`config.mk`:
```
export PLATFORM = sky130hd
export DESIGN_NAME = i2c_apb_bridge
export DESIGN_NICKNAME = d
export VERILOG_FILES = /design/src/rtl/i2c_pkg.sv /design/src/rtl/i2c_sync_fifo.sv /design/src/rtl/i2c_apb_bridge.sv
export SDC_FILE = /design/constraint.sdc
export NUM_CORES = 1
export LEC_CHECK = 0
export ABC_AREA = 0
export ABC_CLOCK_PERIOD_IN_PS = 6510
export CAP_MARGIN = 20
export CORE_MARGIN = 5
export CORE_UTILIZATION = 54
export CTS_BUF_LIST = sky130_fd_sc_hd__clkbuf_8
export DETAILED_ROUTE_END_ITERATION = 8
export GPL_TIMING_DRIVEN = 0
export PLACE_DENSITY_LB_ADDON = 0.25
export SLEW_MARGIN = 20
export SYNTH_ARGS = -nofsm -noshare
export SYNTH_HDL_FRONTEND = slang
export SYNTH_SLANG_ARGS = --single-unit
```
`constraint.sdc`:
```
create_clock -name clk -period 6.51 [get_ports clk]
set_clock_uncertainty 0.1 [all_clocks]
set_input_delay 1.302 -clock clk [delete_from_list [all_inputs] [get_ports clk]]
set_output_delay 1.302 -clock clk [all_outputs]
set_load 0.03 [all_outputs]
```
`src/rtl/i2c_pkg.sv`:
```
// Shared definitions for the I2C APB bridge: register offsets (word index
// paddr[4:2]), STATUS bit positions, the bridge FSM state type and a helper
// for the read-length field.
package i2c_pkg;

    localparam logic [2:0] REG_CTRL   = 3'd0;
    localparam logic [2:0] REG_TXDATA = 3'd1;
    localparam logic [2:0] REG_RXDATA = 3'd2;
    localparam logic [2:0] REG_STATUS = 3'd3;
    localparam logic [2:0] REG_IRQ_EN = 3'd4;

    localparam int STAT_BUSY     = 0;
    localparam int STAT_NACK     = 1;
    localparam int STAT_DONE     = 2;
    localparam int STAT_RX_OVF   = 3;
    localparam int STAT_TX_FULL  = 4;
    localparam int STAT_TX_EMPTY = 5;
    localparam int STAT_RX_EMPTY = 6;
    localparam int STAT_RX_FULL  = 7;

    typedef enum logic [2:0] {
        S_IDLE   = 3'd0,
        S_WR_RUN = 3'd1,
        S_RD_RUN = 3'd2,
        S_GUARD  = 3'd3,
        S_DONE   = 3'd4
    } bridge_state_t;

    // A programmed read length of zero still reads one byte.
    function automatic logic [7:0] eff_rd_len(input logic [7:0] len);
        return (len == 8'd0) ? 8'd1 : len;
    endfunction

endpackage

```
`src/rtl/i2c_sync_fifo.sv`:
```
// Synchronous FIFO with flush. Push into a full FIFO is accepted only when
// a pop happens in the same cycle; pop from an empty FIFO is ignored.
// DEPTH must be a power of two so the pointers wrap naturally.
module i2c_sync_fifo #(
    parameter int WIDTH = 8,
    parameter int DEPTH = 8
) (
    input  logic                     clk,
    input  logic                     rst,
    input  logic                     i_push,
    input  logic [WIDTH-1:0]         i_data,
    input  logic                     i_pop,
    input  logic                     i_flush,
    output logic [WIDTH-1:0]         o_data,
    output logic                     o_full,
    output logic                     o_empty,
    output logic [$clog2(DEPTH):0]   o_count
);
    localparam int AW = $clog2(DEPTH);
    localparam logic [AW-1:0] PTR_ONE  = AW'(1);
    localparam logic [AW:0]   CNT_ONE  = (AW+1)'(1);
    localparam logic [AW:0]   CNT_FULL = (AW+1)'(DEPTH);

    logic [WIDTH-1:0] r_mem [DEPTH];
    logic [AW-1:0]    r_wr_ptr;
    logic [AW-1:0]    r_rd_ptr;
    logic [AW:0]      r_count;
    logic             w_do_push;
    logic             w_do_pop;

    assign o_full    = (r_count == CNT_FULL);
    assign o_empty   = (r_count == '0);
    assign o_count   = r_count;
    assign o_data    = r_mem[r_rd_ptr];
    assign w_do_pop  = i_pop & ~o_empty & ~i_flush;
    assign w_do_push = i_push & (~o_full | w_do_pop) & ~i_flush;

    // Pointer and occupancy bookkeeping; flush empties the FIFO.
    always_ff @(posedge clk) begin
        if (rst) begin
            r_wr_ptr <= '0;
            r_rd_ptr <= '0;
            r_count  <= '0;
        end else if (i_flush) begin
            r_wr_ptr <= '0;
            r_rd_ptr <= '0;
            r_count  <= '0;
        end else begin
            if (w_do_push) r_wr_ptr <= r_wr_ptr + PTR_ONE;
            if (w_do_pop)  r_rd_ptr <= r_rd_ptr + PTR_ONE;
            case ({w_do_push, w_do_pop})
                2'b10:   r_count <= r_count + CNT_ONE;
                2'b01:   r_count <= r_count - CNT_ONE;
                default: r_count <= r_count;
            endcase
        end
    end

    // Storage write; contents need no reset since occupancy gates reads.
    always_ff @(posedge clk) begin
        if (w_do_push) r_mem[r_wr_ptr] <= i_data;
    end

endmodule

```
`src/rtl/i2c_apb_bridge.sv`:
```
// APB3 slave front end for the I2C master core. Buffers write/read bursts in
// TX/RX FIFOs and holds dv for the burst length so the core chains bytes.
// Optional feature macro: I2C_BRIDGE_IRQ_EN adds the IRQ_EN register and irq.
module i2c_apb_bridge
    import i2c_pkg::*;
#(
    parameter int FIFO_DEPTH   = 8,
    parameter int GUARD_CYCLES = 48
) (
    input  logic        clk,
    input  logic        rst,
    input  logic        psel,
    input  logic        penable,
    input  logic        pwrite,
    input  logic [4:0]  paddr,
    input  logic [31:0] pwdata,
    output logic [31:0] prdata,
    output logic        pready,
    output logic        pslverr,
    output logic        dv,
    output logic        write,
    output logic [6:0]  addr,
    output logic [7:0]  wdata,
    input  logic [7:0]  rdata,
    input  logic        i2c_ready,
    input  logic        i2c_error,
    input  logic        i2c_data_valid
`ifdef I2C_BRIDGE_IRQ_EN
    ,
    output logic        irq
`endif
);
    localparam int CW = $clog2(FIFO_DEPTH) + 1;
    localparam int GW = $clog2(GUARD_CYCLES + 1);
    localparam logic [GW-1:0] GUARD_LAST = GW'(GUARD_CYCLES - 1);
    localparam logic [GW-1:0] GUARD_ONE  = GW'(1);

    bridge_state_t r_state, w_next_state;
    logic          r_dv, w_next_dv;
    logic          r_write, w_next_write;
    logic [6:0]    r_addr, w_next_addr;
    logic [7:0]    r_rd_remain, w_next_rd_remain;
    logic [GW-1:0] r_guard_cnt, w_next_guard_cnt;
    logic          r_ready_d, r_dval_d;
    logic          r_nack, r_done, r_rx_ovf;

    logic          w_access, w_wr, w_rd;
    logic [2:0]    w_off;
    logic          w_start_req, w_start_ok;
    logic          w_tx_push, w_tx_pop, w_tx_flush;
    logic          w_rx_push, w_rx_pop;
    logic          w_set_nack, w_set_done, w_set_ovf;
    logic          w_stat_wr;
    logic          w_ready_rise, w_dval_rise;
    logic          w_busy;
    logic [7:0]    w_status;
    logic [7:0]    w_tx_head, w_rx_head;
    logic          w_tx_full, w_tx_empty, w_rx_full, w_rx_empty;
    logic [CW-1:0] w_tx_count, w_rx_count;
    logic          w_unused_bits;

    assign w_access     = psel & penable;
    assign w_wr         = w_access & pwrite;
    assign w_rd         = w_access & ~pwrite;
    assign w_off        = paddr[4:2];
    assign w_start_req  = w_wr & (w_off == REG_CTRL) & pwdata[0];
    assign w_start_ok   = w_start_req & (r_state == S_IDLE) & ~(pwdata[1] & w_tx_empty);
    assign w_tx_push    = w_wr & (w_off == REG_TXDATA) & ~w_tx_full;
    assign w_rx_pop     = w_rd & (w_off == REG_RXDATA) & ~w_rx_empty;
    assign w_stat_wr    = w_wr & (w_off == REG_STATUS);
    assign w_ready_rise = i2c_ready & ~r_ready_d;
    assign w_dval_rise  = i2c_data_valid & ~r_dval_d;
    assign w_busy       = (r_state != S_IDLE);
    assign w_status     = {w_rx_full, w_rx_empty, w_tx_empty, w_tx_full,
                           r_rx_ovf, r_done, r_nack, w_busy};
    assign w_unused_bits = ^{paddr[1:0], pwdata[31:24], pwdata[15], w_rx_count};

    assign pready = 1'b1;
    assign dv     = r_dv;
    assign write  = r_write;
    assign addr   = r_addr;
    assign wdata  = (r_state == S_WR_RUN) ? w_tx_head : 8'd0;

    i2c_sync_fifo #(.WIDTH(8), .DEPTH(FIFO_DEPTH)) u_tx_fifo (
        .clk(clk), .rst(rst),
        .i_push(w_tx_push), .i_data(pwdata[7:0]),
        .i_pop(w_tx_pop), .i_flush(w_tx_flush),
        .o_data(w_tx_head), .o_full(w_tx_full), .o_empty(w_tx_empty),
        .o_count(w_tx_count)
    );

    i2c_sync_fifo #(.WIDTH(8), .DEPTH(FIFO_DEPTH)) u_rx_fifo (
        .clk(clk), .rst(rst),
        .i_push(w_rx_push), .i_data(rdata),
        .i_pop(w_rx_pop), .i_flush(1'b0),
        .o_data(w_rx_head), .o_full(w_rx_full), .o_empty(w_rx_empty),
        .o_count(w_rx_count)
    );

`ifdef I2C_BRIDGE_IRQ_EN
    logic [2:0] r_irq_en;
    logic       r_irq;

    // IRQ_EN register and registered interrupt from the sticky status bits.
    always_ff @(posedge clk) begin
        if (rst) begin
            r_irq_en <= 3'd0;
            r_irq    <= 1'b0;
        end else begin
            if (w_wr && (w_off == REG_IRQ_EN)) r_irq_en <= pwdata[3:1];
            r_irq <= |({r_rx_ovf, r_done, r_nack} & r_irq_en);
        end
    end

    assign irq = r_irq;
`endif

    // APB read mux and error response, valid only in the access phase.
    always_comb begin
        prdata  = 32'd0;
        pslverr = 1'b0;
        if (w_access) begin
            case (w_off)
                REG_CTRL:   pslverr = w_start_req & ~w_start_ok;
                REG_TXDATA: pslverr = pwrite & w_tx_full;
                REG_RXDATA: begin
                    if (!pwrite && w_rx_empty) begin
                        pslverr = 1'b1;
                    end else if (!pwrite) begin
                        prdata = {24'd0, w_rx_head};
                    end else begin
                        prdata = 32'd0;
                    end
                end
                REG_STATUS: begin
                    if (!pwrite) prdata = {24'd0, w_status};
                    else         prdata = 32'd0;
                end
`ifdef I2C_BRIDGE_IRQ_EN
                REG_IRQ_EN: begin
                    if (!pwrite) prdata = {28'd0, r_irq_en, 1'b0};
                    else         prdata = 32'd0;
                end
`endif
                default:    pslverr = 1'b1;
            endcase
        end else begin
            prdata  = 32'd0;
            pslverr = 1'b0;
        end
    end

    // Bridge FSM next state, command outputs and FIFO/flag strobes.
    always_comb begin
        w_next_state     = r_state;
        w_next_dv        = r_dv;
        w_next_write     = r_write;
        w_next_addr      = r_addr;
        w_next_rd_remain = r_rd_remain;
        w_next_guard_cnt = r_guard_cnt;
        w_tx_pop         = 1'b0;
        w_tx_flush       = 1'b0;
        w_rx_push        = 1'b0;
        w_set_nack       = 1'b0;
        w_set_done       = 1'b0;
        w_set_ovf        = 1'b0;
        case (r_state)
            S_IDLE: begin
                if (w_start_ok) begin
                    w_next_state     = pwdata[1] ? S_WR_RUN : S_RD_RUN;
                    w_next_dv        = 1'b1;
                    w_next_write     = pwdata[1];
                    w_next_addr      = pwdata[14:8];
                    w_next_rd_remain = eff_rd_len(pwdata[23:16]);
                end else begin
                    w_next_state = S_IDLE;
                end
            end
            S_WR_RUN: begin
                if (w_ready_rise && i2c_error) begin
                    w_set_nack       = 1'b1;
                    w_tx_flush       = 1'b1;
                    w_next_dv        = 1'b0;
                    w_next_guard_cnt = '0;
                    w_next_state     = S_GUARD;
                end else if (w_ready_rise) begin
                    w_tx_pop = 1'b1;
                    if ((w_tx_count == CW'(1)) && !w_tx_push) begin
                        w_next_dv        = 1'b0;
                        w_next_guard_cnt = '0;
                        w_next_state     = S_GUARD;
                    end else begin
                        w_next_state = S_WR_RUN;
                    end
                end else begin
                    w_next_state = S_WR_RUN;
                end
            end
            S_RD_RUN: begin
                if (w_ready_rise && i2c_error) begin
                    w_set_nack       = 1'b1;
                    w_tx_flush       = 1'b1;
                    w_next_dv        = 1'b0;
                    w_next_guard_cnt = '0;
                    w_next_state     = S_GUARD;
                end else if (w_dval_rise) begin
                    w_rx_push        = 1'b1;
                    w_set_ovf        = w_rx_full & ~w_rx_pop;
                    w_next_rd_remain = r_rd_remain - 8'd1;
                    if (r_rd_remain == 8'd1) begin
                        w_next_dv        = 1'b0;
                        w_next_guard_cnt = '0;
                        w_next_state     = S_GUARD;
                    end else begin
                        w_next_state = S_RD_RUN;
                    end
                end else begin
                    w_next_state = S_RD_RUN;
                end
            end
            S_GUARD: begin
                if (r_guard_cnt == GUARD_LAST) begin
                    w_next_state = S_DONE;
                end else begin
                    w_next_guard_cnt = r_guard_cnt + GUARD_ONE;
                end
            end
            S_DONE: begin
                w_set_done   = 1'b1;
                w_next_state = S_IDLE;
            end
            default: begin
                w_next_state = S_IDLE;
                w_next_dv    = 1'b0;
            end
        endcase
    end

    // State, command and sticky status registers; reset aborts with no guard.
    always_ff @(posedge clk) begin
        if (rst) begin
            r_state     <= S_IDLE;
            r_dv        <= 1'b0;
            r_write     <= 1'b0;
            r_addr      <= 7'd0;
            r_rd_remain <= 8'd0;
            r_guard_cnt <= '0;
            r_ready_d   <= 1'b0;
            r_dval_d    <= 1'b0;
            r_nack      <= 1'b0;
            r_done      <= 1'b0;
            r_rx_ovf    <= 1'b0;
        end else begin
            r_state     <= w_next_state;
            r_dv        <= w_next_dv;
            r_write     <= w_next_write;
            r_addr      <= w_next_addr;
            r_rd_remain <= w_next_rd_remain;
            r_guard_cnt <= w_next_guard_cnt;
            r_ready_d   <= i2c_ready;
            r_dval_d    <= i2c_data_valid;
            r_nack      <= w_set_nack | (r_nack   & ~(w_stat_wr & pwdata[STAT_NACK]));
            r_done      <= w_set_done | (r_done   & ~(w_stat_wr & pwdata[STAT_DONE]));
            r_rx_ovf    <= w_set_ovf  | (r_rx_ovf & ~(w_stat_wr & pwdata[STAT_RX_OVF]));
        end
    end

endmodule
```
==> impl_results.md <==
* Status: complete, no violations
* CP top delay family: buffers and inverters
* Synthesis Warnings at 0
* Initial antenna violation count at 0
* Crit path DAT at 3.89 ns
* Layout cell share with drive strength beyond 1 at 17.78%
* Setup crit end kind: primary output
* CTS max path bufs at 2
* Largest net degree at the start of global routing at 18
* Final min period at 5.292 ns
* Top FF cell, synth: edfxtp_1
* Synth top cells by count: edfxtp_1, nor2_1, dfxtp_1, mux4_2, nand2_1
* CP peak stage delay at 0.60 ns
* Fill count at 1121
* Total negative slack at 0 ns
* Die width at 133.1 um
* Post-synthesis adder-cell area fraction at 2.293%
* FFs w/ async S/R, synth at 0%
* TritonRoute pass-1 iters at 5
* Clock buffer count from CTS at 17
* Post-detailed-route wirelength per cell at 18.05 um
* Crit path kind: in -> out
* Simple-gate area share of the yosys netlist at 12.20%
* Routed vias at 5109
* EDFF count, synth at 128
* Global Route Usage Sum at 19.32%
* Final ANT Viol Nets at 0
* Hold/Removal Path Class: reg -> reg
* Die Y at 133.1 um
* Pre-CTS WS at 1.216 ns
* Area of the mapped netlist at 8185 um2
* Leakage at 3.222 nW
* Post-synth top area cell: edfxtp_1
* Met1 Use GR at 24.85%
* Busiest grt layer: met2
* Max-slew violations at 0
* Post-CTS Repair Setup Buffers at 0
* Fmax at 188.9 MHz
* Root Buffer: clkbuf_8
* Clock transition at path regs at 0.09 ns
* Via/cell ratio at 5.559
* Met2 Resource Use GR at 33.47%
* Initial Util at 54.45%
* Worst-Skew Late Latency at 0.47 ns
* Cell Pwr Density at 223.2 nW/um2
* Post-synth top area share at 46.96%
* Final WS setup at 1.218 ns
* RD Place Congestion at 0.8391
* Post-Syn Area per Cell at 13.53 um2
* Multi-input logic area at 2973 um2
* Vias in the first global route at 5089
* Worst-Margin Slew at 0.8761 ns
* Area grow syn2layout at 17.66%
* #FFs+latches synth at 185
* Routed Wire Length at 16590 um
* Core area at 15030 um2
* Tcrit/Tclk final at 81.30%
* GR Overflow Total at 0
* RSZ-0062 raised after global routing: no
* Post-synthesis mux area share at 12.55%
* Power Total at 2.150 mW
* First-pass GRT wire length at 26740 um
* Synth cell types at 61
* Initial DRC count at 478
* XOR/XNOR Fraction of Synth Area at 1.712%
* Row count at 45
* Register area share after synthesis at 60.90%
* Synth top area cells: edfxtp_1, dfxtp_1, mux4_2, nor2_1, mux2i_1
* Max-cap violation count at 0
* WP buf/inv at 3
* Die area at 17720 um2
* Layout Nets at 786
* CP cell instances: clkdlybuf4s50_1 > or3b_4 > a2111oi_4 > buf_6 > nor2_1 > o31a_1 > clkdlybuf4s50_1
* CTS tree: done
* CP max-delay cell: clkdlybuf4s50_1
* Largest family of logic cells by synthesized area: multiplexers
* CTS H-tree depth at 4
* I/O pin cnt at 104
* Clk sinks at 185
* DRC at 0
* Compound-Gate Fraction of Synth Area at 5.900%
* Register Area at 4985 um2
* Most used cell, CP: clkdlybuf4s50_1
* Synth Instances at 605
* Slew HR at 41.38%
* Worst vdd ir at 143.5 uV
* Hold-fix buffers at CTS at 0
* Max FO, Critical Path at 10
* Count of input and output buffers at 67
* CP required at 5.11 ns
* Setup crit start kind: primary input
* DP Wirelength at 12030 um
* Post-CTS Resized at 0
* Final setup vio count at 0
* Top-count cell post-synth: edfxtp_1
* Diode count at 0
* M3 GR Usage at 3.588%
* Hold Vio Cnt, Final at 0
-- worst paths after layout --
path	from	to	slack (ns)	depth (start not counted)
worst min register to register	r_done$_SDFF_PP0_	r_done$_SDFF_PP0_	0.39	2
worst max-delay path	pwrite	pslverr	1.22	7
worst min-delay path	r_done$_SDFF_PP0_	r_done$_SDFF_PP0_	0.39	2
worst max register to register	r_state[1]$_SDFFE_PP0P_	u_rx_fifo.o_count[2]$_SDFFE_PP0P_	3.19	12
-- per-stage QoR --
stage | area (um2) | util (%) | std cells | hold slack, ns
2_1_floorplan | 8272 | - | 628 | 0.3401
3_3_place_gp | 9178 | 61.05 | 883 | 0.3553
3_5_place_dp | 9248 | 61.51 | 887 | 0.3738
4_1_cts | 9630 | 64.06 | 919 | 0.3883
5_1_grt | 9630 | 64.06 | 919 | 0.4021
6_report | 9630 | 64.06 | 919 | 0.3877
-- placed cells by master, fill, tap and decap left out, drive strengths merged, types with 6 or more instances in the layout --
| cell | count |
|---|---|
| buf | 41 |
| nand2 | 32 |
| dfxtp | 57 |
| mux4 | 32 |
| o21ai | 15 |
| ha | 15 |
| edfxtp | 128 |
| nor2b | 9 |
| xor2 | 11 |
| clkdlybuf4s50 | 67 |
| a21oi | 27 |
| mux2i | 25 |
| clkbuf | 31 |
| nand2b | 6 |
| nand3 | 14 |
| inv | 17 |
| nor2 | 74 |
| nor3 | 14 |
| conb | 25 |
-- worst reg2reg max path: stages (launching register included) --
cell and delay [ns]:
dfxtp_1 0.33, buf_2 0.19, nor3b_1 0.36, and3_1 0.21, clkbuf_1 0.32, nand2_1 0.35
ha_1 0.37, xor2_1 0.17, ha_1 0.19, a21oi_1 0.14, xor2_1 0.09, or3_1 0.32
a21oi_1 0.14
-- cells by family (layout without fill, tap and decap cells) --
family / after synthesis / after routing
compound gates: 74 / 74
xor+xnor: 16 / 16
fa+ha+maj: 15 / 15
buf+inv: 62 / 165
flops: 185 / 185
mux: 62 / 62
other cells: 2 / 25
simple gates: 189 / 189
-- flip-flops by register name, indices dropped and copies added, names as in the netlist, named ones only --
| register | count |
|---|---|
| r_guard_cnt | 6 |
| write | 1 |
| addr | 7 |
| u_rx_fifo.r_rd_ptr | 3 |
| r_state | 3 |
| r_ready_d | 1 |
| u_tx_fifo.r_rd_ptr | 3 |
| r_done | 1 |
| u_rx_fifo.o_count | 4 |
| r_dval_d | 1 |
| dv | 1 |
| u_tx_fifo.o_count | 4 |
| u_tx_fifo.r_wr_ptr | 3 |
| u_tx_fifo.r_mem | 64 |
| u_rx_fifo.r_mem | 64 |
| r_nack | 1 |
| r_rd_remain | 8 |
| u_rx_fifo.r_wr_ptr | 3 |
| r_rx_ovf | 1 |
-- metal layers --
layer | vias to the layer above | part of all wire, %
li1 | 2431 | -
met1 | 2529 | 42
met2 | 124 | 52
met3 | 25 | 4.4
met4 | 0 | 1.5
met5 | - | 0
-- report_power, final --
part | switching, mW | leakage, nW | internal [mW]
Sequential | 0.00449 | 1.61 | 1.26
Combinational | 0.0930 | 1.42 | 0.0652
Clock | 0.416 | 0.190 | 0.310
Total | 0.514 | 3.22 | 1.64
-- cell type report --
type                       count  share of cell area (%)
sequential                   185                   51.76
multi-input combinational    381                   30.87
buffer                        51                   3.274
timing repair buffer          71                   7.250
tap                          188                   2.443
inverter                      11                  0.4287
clock buffer                  17                   2.430
clock inverter                15                   1.546
(Power assumes the default switching activity.)
